===== src/rtl/rv_pkg.sv =====
// Shared RV32 definitions for the execute-stage units: operand width,
// M-extension funct3 encodings and the multiply/divide control states.
package rv_pkg;

  localparam int XLEN = 32;

  localparam logic [2:0] MDU_MUL    = 3'd0;
  localparam logic [2:0] MDU_MULH   = 3'd1;
  localparam logic [2:0] MDU_MULHSU = 3'd2;
  localparam logic [2:0] MDU_MULHU  = 3'd3;
  localparam logic [2:0] MDU_DIV    = 3'd4;
  localparam logic [2:0] MDU_DIVU   = 3'd5;
  localparam logic [2:0] MDU_REM    = 3'd6;
  localparam logic [2:0] MDU_REMU   = 3'd7;

  localparam logic [4:0] MDU_LAST_STEP = 5'd31;

  typedef enum logic [1:0] {
    IDLE = 2'd0,
    CALC = 2'd1,
    DONE = 2'd2
  } mdu_state_e;

endpackage


===== src/rtl/mdu_div_step.sv =====
// One restoring-division step: shift the next dividend bit into the partial
// remainder and subtract the divisor when it fits.
module mdu_div_step
  import rv_pkg::*;
(
  input  logic [XLEN-1:0] rem,
  input  logic            dividend_bit,
  input  logic [XLEN-1:0] divisor,
  output logic [XLEN-1:0] rem_next,
  output logic            q_bit
);

  logic [XLEN:0]   shifted;
  logic [XLEN-1:0] diff;

  assign shifted = {rem, dividend_bit};
  assign q_bit   = (shifted >= {1'b0, divisor});
  // When the subtraction is taken the true difference is below the divisor,
  // so the low XLEN bits of the wrapped difference are exact.
  assign diff     = shifted[XLEN-1:0] - divisor;
  assign rem_next = q_bit ? diff : shifted[XLEN-1:0];

endmodule


===== src/rtl/rtype_mdu.sv =====
// Iterative RV32M multiply/divide unit: 32-step shift-add multiply or
// restoring divide on operand magnitudes, with sign fix-up on the last step.
module rtype_mdu
  import rv_pkg::*;
(
  input  logic            clk,
  input  logic            rst,
  input  logic            in_valid,
  output logic            in_ready,
  input  logic [2:0]      funct3,
  input  logic [XLEN-1:0] rs1_data,
  input  logic [XLEN-1:0] rs2_data,
  input  logic [4:0]      rd_addr,
  output logic            out_valid,
  input  logic            out_ready,
  output logic [XLEN-1:0] result,
  output logic [4:0]      out_rd
);

  mdu_state_e      state_q, state_d;
  logic [4:0]      count_q;
  logic [2:0]      op_q;
  logic [XLEN-1:0] opnd_q;     // multiplicand or divisor magnitude
  logic [XLEN-1:0] hi_q, lo_q; // product halves, or remainder / dividend-quotient
  logic            neg_res_q, neg_rem_q, hold_q;

  // ---------------- issue-side decode ----------------
  logic            accept, s1_in, s2_in, div_zero, overflow, special;
  logic [XLEN-1:0] a_mag_in, b_mag_in, special_res;

  assign accept   = in_valid && in_ready;
  assign s1_in    = rs1_data[XLEN-1] && (funct3 == MDU_MULH || funct3 == MDU_MULHSU ||
                                         funct3 == MDU_DIV  || funct3 == MDU_REM);
  assign s2_in    = rs2_data[XLEN-1] && (funct3 == MDU_MULH || funct3 == MDU_DIV ||
                                         funct3 == MDU_REM);
  assign a_mag_in = s1_in ? -rs1_data : rs1_data;
  assign b_mag_in = s2_in ? -rs2_data : rs2_data;

  assign div_zero = funct3[2] && (rs2_data == '0);
  assign overflow = (funct3 == MDU_DIV || funct3 == MDU_REM) &&
                    (rs1_data == {1'b1, {(XLEN-1){1'b0}}}) && (rs2_data == '1);
  assign special  = div_zero || overflow;

  // funct3[1] separates the remainder forms from the quotient forms.
  always_comb begin
    special_res = '0;
    if (div_zero)
      special_res = funct3[1] ? rs1_data : '1;
    else
      special_res = funct3[1] ? '0 : {1'b1, {(XLEN-1){1'b0}}};
  end

  // ---------------- one iteration step ----------------
  logic [XLEN:0]     mul_sum;
  logic [XLEN-1:0]   div_rem_next, step_hi, step_lo;
  logic              div_q_bit;
  logic [2*XLEN-1:0] product, prod_fix;
  logic [XLEN-1:0]   quo_fix, rem_fix, result_sel;

  assign mul_sum = {1'b0, hi_q} + (lo_q[0] ? {1'b0, opnd_q} : '0);

  mdu_div_step u_div_step (
    .rem          (hi_q),
    .dividend_bit (lo_q[XLEN-1]),
    .divisor      (opnd_q),
    .rem_next     (div_rem_next),
    .q_bit        (div_q_bit)
  );

  assign step_hi = op_q[2] ? div_rem_next : mul_sum[XLEN:1];
  assign step_lo = op_q[2] ? {lo_q[XLEN-2:0], div_q_bit} : {mul_sum[0], lo_q[XLEN-1:1]};

  assign product  = {step_hi, step_lo};
  assign prod_fix = neg_res_q ? -product : product;
  assign quo_fix  = neg_res_q ? -step_lo : step_lo;
  assign rem_fix  = neg_rem_q ? -step_hi : step_hi;

  // NOTE: every combinational output gets a default before the case so no
  // path leaves it unassigned and no latch is inferred.
  always_comb begin
    result_sel = quo_fix;
    case (op_q)
      MDU_MUL:                        result_sel = prod_fix[XLEN-1:0];
      MDU_MULH, MDU_MULHSU, MDU_MULHU: result_sel = prod_fix[2*XLEN-1:XLEN];
      MDU_REM, MDU_REMU:              result_sel = rem_fix;
      default:                        result_sel = quo_fix;
    endcase
  end

  // ---------------- control FSM ----------------
  assign in_ready  = (state_q == IDLE);
  // Special-case results sit in DONE for one settle cycle before being offered.
  assign out_valid = (state_q == DONE) && !hold_q;

  always_comb begin
    state_d = state_q;
    case (state_q)
      IDLE: if (accept) state_d = special ? DONE : CALC;
      CALC: if (count_q == MDU_LAST_STEP) state_d = DONE;
      DONE: if (out_valid && out_ready) state_d = IDLE;
      default: state_d = IDLE;
    endcase
  end

  // NOTE: sequential state uses non-blocking assignments so every register
  // samples the pre-edge values regardless of statement order.
  always_ff @(posedge clk or negedge rst) begin
    if (!rst) state_q <= IDLE;
    else      state_q <= state_d;
  end

  // ---------------- datapath registers ----------------
  always_ff @(posedge clk or negedge rst) begin
    if (!rst) begin
      count_q   <= '0;
      op_q      <= MDU_MUL;
      opnd_q    <= '0;
      hi_q      <= '0;
      lo_q      <= '0;
      neg_res_q <= 1'b0;
      neg_rem_q <= 1'b0;
      hold_q    <= 1'b0;
      result    <= '0;
      out_rd    <= '0;
    end else begin
      hold_q <= 1'b0;
      if (accept) begin
        op_q      <= funct3;
        out_rd    <= rd_addr;
        count_q   <= '0;
        neg_res_q <= s1_in ^ s2_in;
        neg_rem_q <= s1_in;
        hold_q    <= special;
        hi_q      <= '0;
        lo_q      <= funct3[2] ? a_mag_in : b_mag_in;
        opnd_q    <= funct3[2] ? b_mag_in : a_mag_in;
        if (special) result <= special_res;
      end else if (state_q == CALC) begin
        hi_q <= step_hi;
        lo_q <= step_lo;
        if (count_q == MDU_LAST_STEP) result <= result_sel;
        else                          count_q <= count_q + 5'd1;
      end
    end
  end

endmodule


===== config.mk =====
export PLATFORM = sky130hd
export DESIGN_NAME = rtype_mdu
export DESIGN_NICKNAME = d
export VERILOG_FILES = /design/src/rtl/rv_pkg.sv /design/src/rtl/mdu_div_step.sv /design/src/rtl/rtype_mdu.sv
export SDC_FILE = /design/constraint.sdc
export NUM_CORES = 1
export LEC_CHECK = 0
export ABC_AREA = 1
export BUFFER_PORTS_ARGS = -buffer_cell sky130_fd_sc_hd__buf_2
export CAP_MARGIN = 20
export CORE_MARGIN = 2
export CORE_UTILIZATION = 29
export CTS_BUF_LIST = sky130_fd_sc_hd__clkbuf_4 sky130_fd_sc_hd__clkbuf_8 sky130_fd_sc_hd__clkbuf_16
export DETAILED_ROUTE_END_ITERATION = 10
export PLACE_DENSITY_LB_ADDON = 0.12
export SYNTH_ARGS = -nofsm -noshare
export SYNTH_HDL_FRONTEND = slang
export SYNTH_HIERARCHICAL = 1
export SYNTH_SLANG_ARGS = --single-unit

===== constraint.sdc =====
create_clock -name clk -period 3.4 [get_ports clk]
set_input_delay 0.85 -clock clk [delete_from_list [all_inputs] [get_ports clk]]
set_output_delay 0.85 -clock clk [all_outputs]
set_load 0.05 [all_outputs]

==> impl_metrics.yaml <==
run_status:
  status: "finished with violations"
  violations: "setup timing"
timing:
  layout_worst_path_cycle_share: 1.137
  finClkSkew_ps: 17.45
  drv_slew: 0
  setup_viol: 33
  fin_setup_tns_ps: -10820
  fmax_mhz: 258.7
  layout_setup_ws_ps: -465.4
  rsz0062_at_grt: "true"
  min_period_ps: 3865
  finalHoldViolations: 0
  tightestPinTransition_ps: 711.9
  maxSlewHeadroom: 0.5254
cts:
  cts_sinks: 146
  tritoncts: "yes"
  worstSkewPairLatency_ps: 470
  cts_made_buffers: 17
  htreeDepth: 4
  path_clk_slew_ps: 70
  ctsHoldBuffers: 0
  root_buffer: "clkbuf_16"
  cts_buffer_depth: 2
worst_setup_path:
  crit_fanout: 4
  required_ps: 3810
  crit_cells: 30
  crit_start: "opnd_q[30]"
  start_kind: "register"
  reg2reg_depth: 30
  critPathKind: "reg2reg"
  crit_arrival_ps: 4270
  worstSetupEndpointType: "register"
  slowest_delay_ps: 390
  crit_buf_inv: 19
  crit_slowest_cell: "dfrtp_1"
  crit_family: "buffers and inverters"
  crit_top_cell: "buf_6"
  rr_startpoint: "opnd_q[30]"
hold_path:
  hp-class: "in2async"
cells_and_area:
  multiInputGateArea_sq_mm: 0.01372
  area.sequential_sq_mm: 0.003665
  nFillCells: 6916
  final_cell_mix: "nand2_1, buf_4, inv_1"
  area_delta_synth_final_pct: 47.30
  final_layout_size_suffix_gt1_frac: 0.3077
  nets: 4087
  mostFrequentLayoutCell: "nand2_1"
synthesis:
  synth.cell_area_sq_mm: 0.01834
  ys.flop_type: "dfrtp_1"
  synth-seq-area-share: 0.1992
  ys_ff_latch: 146
  synth-edff-count: 0
  ys_warn_count: 6
  synth_area_per_cell_sq_um: 5.697
  async_flop_share: 1.000
  synthCells: 3219
  synth.distinct_cells: 57
  synth_nets: 3368
global_route:
  grt_max_degree: 54
  grt_pass1_vias: 22800
  antenna_found_initial: 6
  track_usage: 0.2901
  grt-ovfl-total: 0
  grt_pass1_wl_um: 142200
route:
  wl_per_cell_um: 20.00
  num_vias: 23470
  drc: 0
  vias_per_cell: 4.893
  ant_nets: 0
  drt_iter0_markers: 2107
  dr.pass1.iters: 8
  wirelength_um: 95920
floorplanning:
  dieHeight_um: 255.5
  start_util: 0.2918
  die_w_um: 255.5
  io-pin-count: 115
  core-area_sq_mm: 0.06285
  fp-row-count: 92
  die_area_sq_mm: 0.06526
job:
  maxCapViolCount: 0
place:
  port_buffers: 114
  dpl.hpwl_um: 79950
  gp_congestion: 1.016
## flip-flops by register name, summed over array words and instances (netlist names)
name and cells:
neg_rem_q 1, result 32, count_q 5, lo_q 32
opnd_q 32, hi_q 32, op_q 3, hold_q 1
neg_res_q 1, out_rd 5, state_q 2
## per-layer routing
metal  wire [um]  vias up  GRT usage
li1            -    11600          -
met1       41030    10880     0.3741
met2       43170      808     0.4712
met3        6270      184    0.04137
met4        5432        4     0.1494
met5          18        -          0
## layout make-up
type / instances / area share
Multi-Input combinational cell: 2441 / 0.5080
Timing Repair Buffer: 799 / 0.2218
Sequential cell: 146 / 0.1357
Inverter: 533 / 0.07416
Tap cell: 846 / 0.03919
Clock buffer: 20 / 0.01681
Clock inverter: 10 / 0.004122
Antenna cell: 2 / 0.0001853
## kinds of logic after synthesis
logic type	after synthesis	share of synthesized area
adders and majority gates	73	0.05062
xor gates and xnor gates	105	0.05056
buffers and inverters	633	0.1370
DFF	146	0.1992
and+or+nand+nor	1887	0.4422
AOI/OAI and AO/OA	375	0.1204
## synth_stat cells (9+ instances only)
cell,count,share of area
ha_1,71,0.048
and2_1,11,0.0038
o21ai_2,17,0.0081
o211ai_1,32,0.013
xor2_1,95,0.045
nand2_1,1169,0.24
clkbuf_1,61,0.012
o22ai_1,21,0.0072
nor4_1,12,0.0041
nand3_2,12,0.0066
a21oi_1,108,0.029
o221ai_1,10,0.0048
dfrtp_1,146,0.20
o2111ai_1,9,0.0043
nor3_1,34,0.0093
xnor2_1,9,0.0043
inv_1,523,0.11
o21ai_1,26,0.0071
nand4_1,38,0.013
or2_2,15,0.0051
buf_2,20,0.0055
nand3b_1,24,0.0098
nand2_2,16,0.0055
nor2_2,14,0.0048
nand3_1,279,0.076
nor2_1,235,0.048
o21ai_0,126,0.034
## stage by stage
stage	hold slack [ps]	util	setup WS, ps	area [sq um]	instances
2_1_floorplan	475.2	-	-255.0	18370	3219
3_3_place_gp	460.0	0.3852	-735.8	24210	4694
3_5_place_dp	464.8	0.3852	-664.4	24210	4694
4_1_cts	349.5	0.4178	-504.1	26260	4772
5_1_grt	388.3	0.4297	-647.6	27010	4796
6_report	359.1	0.4298	-465.4	27010	4797
## path summary, 6_finish.rpt
kind,endpoint,slack [ps]
worst min-delay path,lo_q[26],360
worst min register to register,result[31],470
min in group clk,result[31],470
worst max register to register,lo_q[0],-470
max in group asynchronous,hi_q[20],2220
worst max-delay path,lo_q[0],-470
## what timing repair did
| item | in CTS | in global routing |
|---|---|---|
| cloned | 1 | 0 |
| endpoints found under the setup margin | 32 | 33 |
| setup buffers | 48 | 25 |
| pin swaps | 77 | 96 |
| gates resized for setup | 232 | 154 |
Power is not shown: default switching activity piles up to over one toggle a cycle in this logic, so the estimate is an artifact.
